[config.mk]
export PLATFORM = sky130hd
export DESIGN_NAME = alu_mem_unit
export DESIGN_NICKNAME = d
export VERILOG_FILES = /design/src/rtl/alu_mem_pkg.sv /design/src/rtl/alu_mem_dmem.sv /design/src/rtl/alu_mem_unit.sv
export SDC_FILE = /design/constraint.sdc
export NUM_CORES = 2
export LEC_CHECK = 0
export ABC_AREA = 1
export ABC_CLOCK_PERIOD_IN_PS = 93600
export CORE_MARGIN = 2
export CORE_UTILIZATION = 30
export CTS_CLUSTER_DIAMETER = 50
export DETAILED_ROUTE_END_ITERATION = 10
export HOLD_SLACK_MARGIN = 0.02
export PLACE_DENSITY_LB_ADDON = 0.25
export SLEW_MARGIN = 5
export SYNTH_ARGS = -nofsm -noshare
export SYNTH_HDL_FRONTEND = slang
export SYNTH_HIERARCHICAL = 1
export SYNTH_SLANG_ARGS = --single-unit
[constraint.sdc]
create_clock -name Clock -period 93.6 [get_ports Clock]
set_input_delay 14.04 -clock Clock [delete_from_list [all_inputs] [get_ports Clock]]
set_output_delay 14.04 -clock Clock [all_outputs]
set_load 0.02 [all_outputs]
[src/rtl/alu_mem_pkg.sv]
// Shared definitions for the execute/memory slice of the 16-bit CPU.
// Holds the ALUOp, Funct and immediate opcode encodings, the 3-bit ALU
// Operation encodings, the full 4-bit ALUCtrl words {BNegate, Operation},
// and the control-decode function that maps ALUOp/Funct/Opcode to ALUCtrl.
package alu_mem_pkg;

  // ALUOp: selects how the control word is derived.
  localparam logic [1:0] ALUOP_MEM = 2'b00;  // load/store address add
  localparam logic [1:0] ALUOP_BR  = 2'b01;  // branch compare subtract
  localparam logic [1:0] ALUOP_R   = 2'b10;  // R-type, decode Funct
  localparam logic [1:0] ALUOP_I   = 2'b11;  // immediate, decode Opcode

  // R-type Funct field (instruction[3:0]).
  localparam logic [3:0] FUNCT_AND = 4'b0000;
  localparam logic [3:0] FUNCT_OR  = 4'b0001;
  localparam logic [3:0] FUNCT_ADD = 4'b0010;
  localparam logic [3:0] FUNCT_SUB = 4'b0011;
  localparam logic [3:0] FUNCT_SLT = 4'b0100;
  localparam logic [3:0] FUNCT_XOR = 4'b0101;
  localparam logic [3:0] FUNCT_NOR = 4'b0110;
  localparam logic [3:0] FUNCT_SLL = 4'b0111;
  localparam logic [3:0] FUNCT_SRL = 4'b1000;

  // Immediate opcodes (instruction[15:13]).
  localparam logic [2:0] OPC_ADDI = 3'b001;
  localparam logic [2:0] OPC_ANDI = 3'b010;
  localparam logic [2:0] OPC_ORI  = 3'b011;
  localparam logic [2:0] OPC_SLTI = 3'b100;

  // ALU Operation field (ALUCtrl[2:0]).
  typedef enum logic [2:0] {
    OP_AND = 3'b000,
    OP_OR  = 3'b001,
    OP_ADD = 3'b010,
    OP_SLT = 3'b011,
    OP_XOR = 3'b100,
    OP_NOR = 3'b101,
    OP_SLL = 3'b110,
    OP_SRL = 3'b111
  } alu_op_e;

  // Full control words {BNegate, Operation}.
  localparam logic [3:0] CTRL_AND = 4'h0;
  localparam logic [3:0] CTRL_OR  = 4'h1;
  localparam logic [3:0] CTRL_ADD = 4'h2;
  localparam logic [3:0] CTRL_XOR = 4'h4;
  localparam logic [3:0] CTRL_NOR = 4'h5;
  localparam logic [3:0] CTRL_SLL = 4'h6;
  localparam logic [3:0] CTRL_SRL = 4'h7;
  localparam logic [3:0] CTRL_SUB = 4'hA;
  localparam logic [3:0] CTRL_SLT = 4'hB;

  // Control decode. Unlisted Funct/Opcode values fall back to ADD so an
  // unknown instruction still produces a well-defined address/result.
  function automatic logic [3:0] decode_ctrl(input logic [1:0] alu_op,
                                             input logic [3:0] funct,
                                             input logic [2:0] opcode);
    logic [3:0] ctrl;
    ctrl = CTRL_ADD;
    case (alu_op)
      ALUOP_MEM: ctrl = CTRL_ADD;
      ALUOP_BR:  ctrl = CTRL_SUB;
      ALUOP_R: begin
        case (funct)
          FUNCT_AND: ctrl = CTRL_AND;
          FUNCT_OR:  ctrl = CTRL_OR;
          FUNCT_ADD: ctrl = CTRL_ADD;
          FUNCT_SUB: ctrl = CTRL_SUB;
          FUNCT_SLT: ctrl = CTRL_SLT;
          FUNCT_XOR: ctrl = CTRL_XOR;
          FUNCT_NOR: ctrl = CTRL_NOR;
          FUNCT_SLL: ctrl = CTRL_SLL;
          FUNCT_SRL: ctrl = CTRL_SRL;
          default:   ctrl = CTRL_ADD;
        endcase
      end
      default: begin  // ALUOP_I
        case (opcode)
          OPC_ADDI: ctrl = CTRL_ADD;
          OPC_ANDI: ctrl = CTRL_AND;
          OPC_ORI:  ctrl = CTRL_OR;
          OPC_SLTI: ctrl = CTRL_SLT;
          default:  ctrl = CTRL_ADD;
        endcase
      end
    endcase
    return ctrl;
  endfunction

endpackage

[src/rtl/alu_mem_dmem.sv]
// Byte-addressed, word-wide data memory (little-endian).
// Ports:
//   clk        rising-edge write clock
//   rst        asynchronous active-high clear of every byte
//   addr       byte address, already reduced to log2(MEM_BYTES) bits
//   write_data 16-bit store data
//   mem_write  store enable
//   mem_read   load enable
//   read_data  combinational load data, 0 when not reading or in reset
module alu_mem_dmem #(
  parameter int MEM_BYTES = 256,
  localparam int AW = $clog2(MEM_BYTES)
) (
  input  logic          clk,
  input  logic          rst,
  input  logic [AW-1:0] addr,
  input  logic [15:0]   write_data,
  input  logic          mem_write,
  input  logic          mem_read,
  output logic [15:0]   read_data
);

  logic [7:0]    mem [MEM_BYTES];
  logic [AW-1:0] addr_lo;
  logic [AW-1:0] addr_hi;

  // Odd addresses align down to the word; the high byte is the odd partner.
  // NOTE: every variable written in always_comb is assigned before any
  // conditional update, so no path can leave it holding a stale value.
  always_comb begin
    addr_lo    = addr;
    addr_lo[0] = 1'b0;
    addr_hi    = addr;
    addr_hi[0] = 1'b1;
  end

  // NOTE: this memory is cleared by the async reset because a reset is
  // architecturally required to discard stores; that forces flops rather
  // than a RAM macro, which is acceptable at this size.
  // NOTE: sequential state is assigned with <= so all bytes update together
  // at the edge and reads in the same timestep still see the old values.
  always_ff @(posedge clk or posedge rst) begin
    if (rst) begin
      for (int i = 0; i < MEM_BYTES; i++) begin
        mem[i] <= '0;
      end
    end else if (mem_write) begin
      mem[addr_lo] <= write_data[7:0];
      mem[addr_hi] <= write_data[15:8];
    end
  end

  assign read_data = (mem_read && !rst) ? {mem[addr_hi], mem[addr_lo]} : 16'h0000;

endmodule

[src/rtl/alu_mem_unit.sv]
// Execute/memory slice of the 16-bit single-cycle CPU: ALU control decode,
// 16-bit ALU with Zero/Overflow/CarryOut, and the data memory addressed by
// the ALU result. Everything is combinational except memory writes.
// Ports:
//   Clock, Reset         rising-edge clock; async active-high reset (memory)
//   ALUOp, Funct, Opcode control-decode inputs
//   A, B                 ALU operands
//   WriteData            store data
//   MemWrite, MemRead    memory enables
//   ALUCtrl              decoded {BNegate, Operation}
//   Result               ALU result, also the memory byte address
//   Zero, Overflow, CarryOut  ALU flags
//   ReadData             load data
module alu_mem_unit
  import alu_mem_pkg::*;
#(
  parameter int MEM_BYTES = 256
) (
  input  logic        Clock,
  input  logic        Reset,
  input  logic [1:0]  ALUOp,
  input  logic [3:0]  Funct,
  input  logic [2:0]  Opcode,
  input  logic [15:0] A,
  input  logic [15:0] B,
  input  logic [15:0] WriteData,
  input  logic        MemWrite,
  input  logic        MemRead,
  output logic [3:0]  ALUCtrl,
  output logic [15:0] Result,
  output logic        Zero,
  output logic        Overflow,
  output logic        CarryOut,
  output logic [15:0] ReadData
);

  localparam int AW = $clog2(MEM_BYTES);

  logic [3:0]  ctrl;
  logic        bnegate;
  alu_op_e     op;
  logic [15:0] bi;
  logic [16:0] sum;
  logic        sum_ovf;
  logic [15:0] alu_result;

  assign ctrl    = decode_ctrl(ALUOp, Funct, Opcode);
  assign bnegate = ctrl[3];
  assign op      = alu_op_e'(ctrl[2:0]);

  // Subtraction is A + ~B + 1; the carry-in is BNegate itself.
  assign bi  = bnegate ? ~B : B;
  assign sum = {1'b0, A} + {1'b0, bi} + {16'b0, bnegate};

  // Signed overflow: operands of equal sign producing a sum of the other sign.
  assign sum_ovf = (A[15] == bi[15]) && (sum[15] != A[15]);

  always_comb begin
    alu_result = '0;
    case (op)
      OP_AND: alu_result = A & bi;
      OP_OR:  alu_result = A | bi;
      OP_ADD: alu_result = sum[15:0];
      // The true signed comparison is the sign of A-B corrected for overflow.
      OP_SLT: alu_result = {15'b0, sum[15] ^ sum_ovf};
      OP_XOR: alu_result = A ^ B;
      OP_NOR: alu_result = ~(A | B);
      OP_SLL: alu_result = A << B[3:0];
      OP_SRL: alu_result = A >> B[3:0];
      default: alu_result = '0;
    endcase
  end

  assign ALUCtrl  = ctrl;
  assign Result   = alu_result;
  assign Zero     = (alu_result == 16'h0000);
  assign Overflow = (op == OP_ADD) && sum_ovf;
  assign CarryOut = ((op == OP_ADD) || (op == OP_SLT)) && sum[16];

  alu_mem_dmem #(
    .MEM_BYTES(MEM_BYTES)
  ) u_dmem (
    .clk       (Clock),
    .rst       (Reset),
    .addr      (alu_result[AW-1:0]),
    .write_data(WriteData),
    .mem_write (MemWrite),
    .mem_read  (MemRead),
    .read_data (ReadData)
  );

endmodule

==> run metrics <==
run status complete, no violations; Hold Crit Class flip-flop to flip-flop; PwrDens 30.1 mW/mm^2; CTS tree built; Top Registers u_dmem/mem (2048); max reg flops roughly 2000; post-route clock period utilization 0.385; Clock Tree Root clkbuf_16; WS Path Type primary input to output pin; fin nets around 14000; setup violators final 0; Yosys warnings 6; vias in the first global route just over 80000; share of layout cells above drive strength 1 0.0645; # port buffers 99; Seq pwr share 0.374; via count between 80000 and 90000; Cells after Synth between 10000 and 15000; core area ~0.34 sq mm; Largest Register u_dmem/mem; Vias per Instance 4.66; Avg WL per Cell approximately 18 um; DIE WIDTH 589 um; Sw Ratio 0.356; GPL Wtd Cong 0.861; area of the multi-input gates slightly above 0.04 sq mm; first-pass GRT wire length approximately 520 mm; Sink Count slightly above 2000; Worst Skew 0 ps; mapped cell area roughly 0.10 sq mm; fill count between 30000 and 40000; Tot Pwr ~0.0035 W; DRC viols 0; part of the power in the clock network 0.345; post-synth top area share 0.500; Skew-Pair Late Insertion Delay ~890 ps; Post-Route WL between 300 and 400 mm; max incr delay on CP around 800 ps; Hold Buf Count CTS 0; clock buffer depth 4; Final Critical Period 36060 ps; Worst-path clk slew roughly 50 ps; Mapped Nets between 10000 and 15000; top post-synthesis cells by area dfrtp_1 (50%), nand2_1 (18%), o21ai_0 (9.8%); Max Slew Vio Count 0; RSZ-0062 raised after global routing no; sequential element share of the synthesized area 0.500; syn avg cell area a little over 7 sq um; GRT overflow 0; P_int 0.00228 W; TritonRoute pass-1 iters 6; DR iter-0 viols between 7000 and 8000; max_cap viols 0; final worst slack 57540 ps; GRT Total Usage 0.192; pin count of the biggest net entering global routing 174; WP data arrival around 22000 ps; row cnt approximately 210; CP Launch Type primary input; synthesis-to-finish area growth 14.8%; number of synthesized flops with an enable pin 0; Static Leak approximately 57 nW; post-synthesis cell type count 45; Worst path slowest cell buf_4; crit path buf inv count 10; die height just under 600 um; Die ar. approximately 0.35 sq mm; Psw 0.00126 W; I/O pins 100; maximum fanout along the worst path approximately 130; CTS resizes 0; top_reg_cell synth dfrtp_1; Hold Fails Final Rpt 0; Post-DP HPWL 194 mm; post-CTS setup buffer count 0; initial antenna violation count 12; VDD IR max approximately 0.017 mV; Worst-Margin Slew around 1200 ps; Register Area between 0.05 and 0.06 sq mm; Worst Path Required roughly 80000 ps; pre-CTS setup slack between 50000 and 60000 ps; H-tree lvl count 5; Synth area leader dfrtp_1; async set-reset flop share out of synthesis 1.00; Cell Count, Final, Fillers Out between 15000 and 20000; combinational share of power 0.281; endpoint type of the worst setup path output pin; flops & latches, synth 2048; Highest Clock Rate between 20 and 30 MHz; Post-DRT Antenna Nets 0; worst rel slew slack 0.193; Worst path top cell family by delay buffers and inverters; setup TNS 0 ps; Cells after DPL 18000; Num CTS Buffers 307; initial core utilization 0.302; CP most frequent cell nand2_1
## area by class of cell
class,instances,share of cell area
Multi-Input combinational cell,9319,0.343
Antenna cell,8,0.000170
Clock buffer,385,0.0726
Timing Repair Buffer,252,0.0197
Clock inverter,167,0.0200
Sequential cell,2048,0.435
Tap cell,4536,0.0482
Inverter,1884,0.0609
## worst register-to-register path, stage by stage (launching register included)
cell,delay [ps]
dfrtp_1,400
nand2_1,70
o21ai_0,120
## through the flow
step | hold WS, ps | cell area, sq um | util
finish | 474 | 118000 | 0.346
detailed placement | 465 | 107000 | 0.314
floorplan | 445 | 103000 | -
global placement | 457 | 107000 | 0.314
global route | 489 | 118000 | 0.346
CTS | 477 | 118000 | 0.346
## Yosys cell counts (all sizes together) (2+ instances only)
cell / number
nand2: 4866
o21ai: 2172
dfrtp: 2048
inv: 1883
nand3: 989
nor2: 958
clkbuf: 832
buf: 181
or2: 171
ha: 51
a21oi: 39
xor2: 16
o211ai: 12
nand3b: 9
o21a: 6
nand4: 5
nor3: 5
a21boi: 4
a211oi: 3
nor4: 3
and2: 2
o21bai: 2
## cells by family (layout without fill, tap and decap cells)
logic type / after synthesis / count (layout) / share of synthesized area
fa+ha+maj: 52 / 52 / 0.00642
xor+xnor: 16 / 16 / 0.00137
flops: 2048 / 2048 / 0.500
simple gates: 7010 / 7010 / 0.275
compound gates: 2241 / 2241 / 0.110
other cells: 0 / 8 / 0
buf+inv: 2897 / 2688 / 0.108
## power by group through the flow
| stage | Combinational (W) | Sequential, W | Clock, W |
|---|---|---|---|
| 6_report | 0.000994 | 0.00132 | 0.00122 |
| 5_1_grt | 0.00114 | 0.00136 | 0.00129 |
| 4_1_cts | 0.000999 | 0.00132 | 0.00125 |
| 3_5_place_dp | 0.000996 | 0.00133 | 0 |
| 3_3_place_gp | 0.000986 | 0.00133 | 0 |
| 2_1_floorplan | 0.000713 | 0.00132 | 0 |
## layout by cell type, fill, tap and decap left out, types with 21 or more instances in the layout
cell type        synthesis  final
inv_1                 1868   1851
bufinv_16                0     42
clkdlybuf4s50_1          0     99
o21ai_0               2008   2008
a21oi_1                 39     39
nand2_1               4860   4855
buf_4                    2    139
o21ai_1                164    164
clkbuf_8                 0     40
clkinv_2                 0     26
nand3_1                986    986
clkbuf_1               832     30
inv_6                    0     46
nor2_1                 948    944
clkinvlp_4               0     33
ha_1                    51     51
clkbuf_16                0    315
dfrtp_1               2048   2048
or2_2                  166    166
clkinv_4                 0     21
## worst paths after layout
kind,slack [ps],cells past startpoint,from,endpoint
worst max-delay path,57540,32,Funct[0],ReadData[11]
worst min-delay path,470,2,u_dmem/mem[349],u_dmem/mem[349]
worst max register to register,92830,2,u_dmem/mem[1406],u_dmem/mem[1406]
worst min register to register,470,2,u_dmem/mem[349],u_dmem/mem[349]
max in group asynchronous,75610,7,Reset,u_dmem/mem[147]
min in group asynchronous,13590,2,Reset,u_dmem/mem[796]
## layer usage
layer  global-route usage  wire [um]  vias to the layer above
li1                     -          -                    42800
met3               0.0221      16100                      431
met5                    0          0                        -
met4               0.0505       8400                        0
met1                0.277     161000                    41600
met2                0.304     151000                     1866
(Power assumes the default switching activity.)
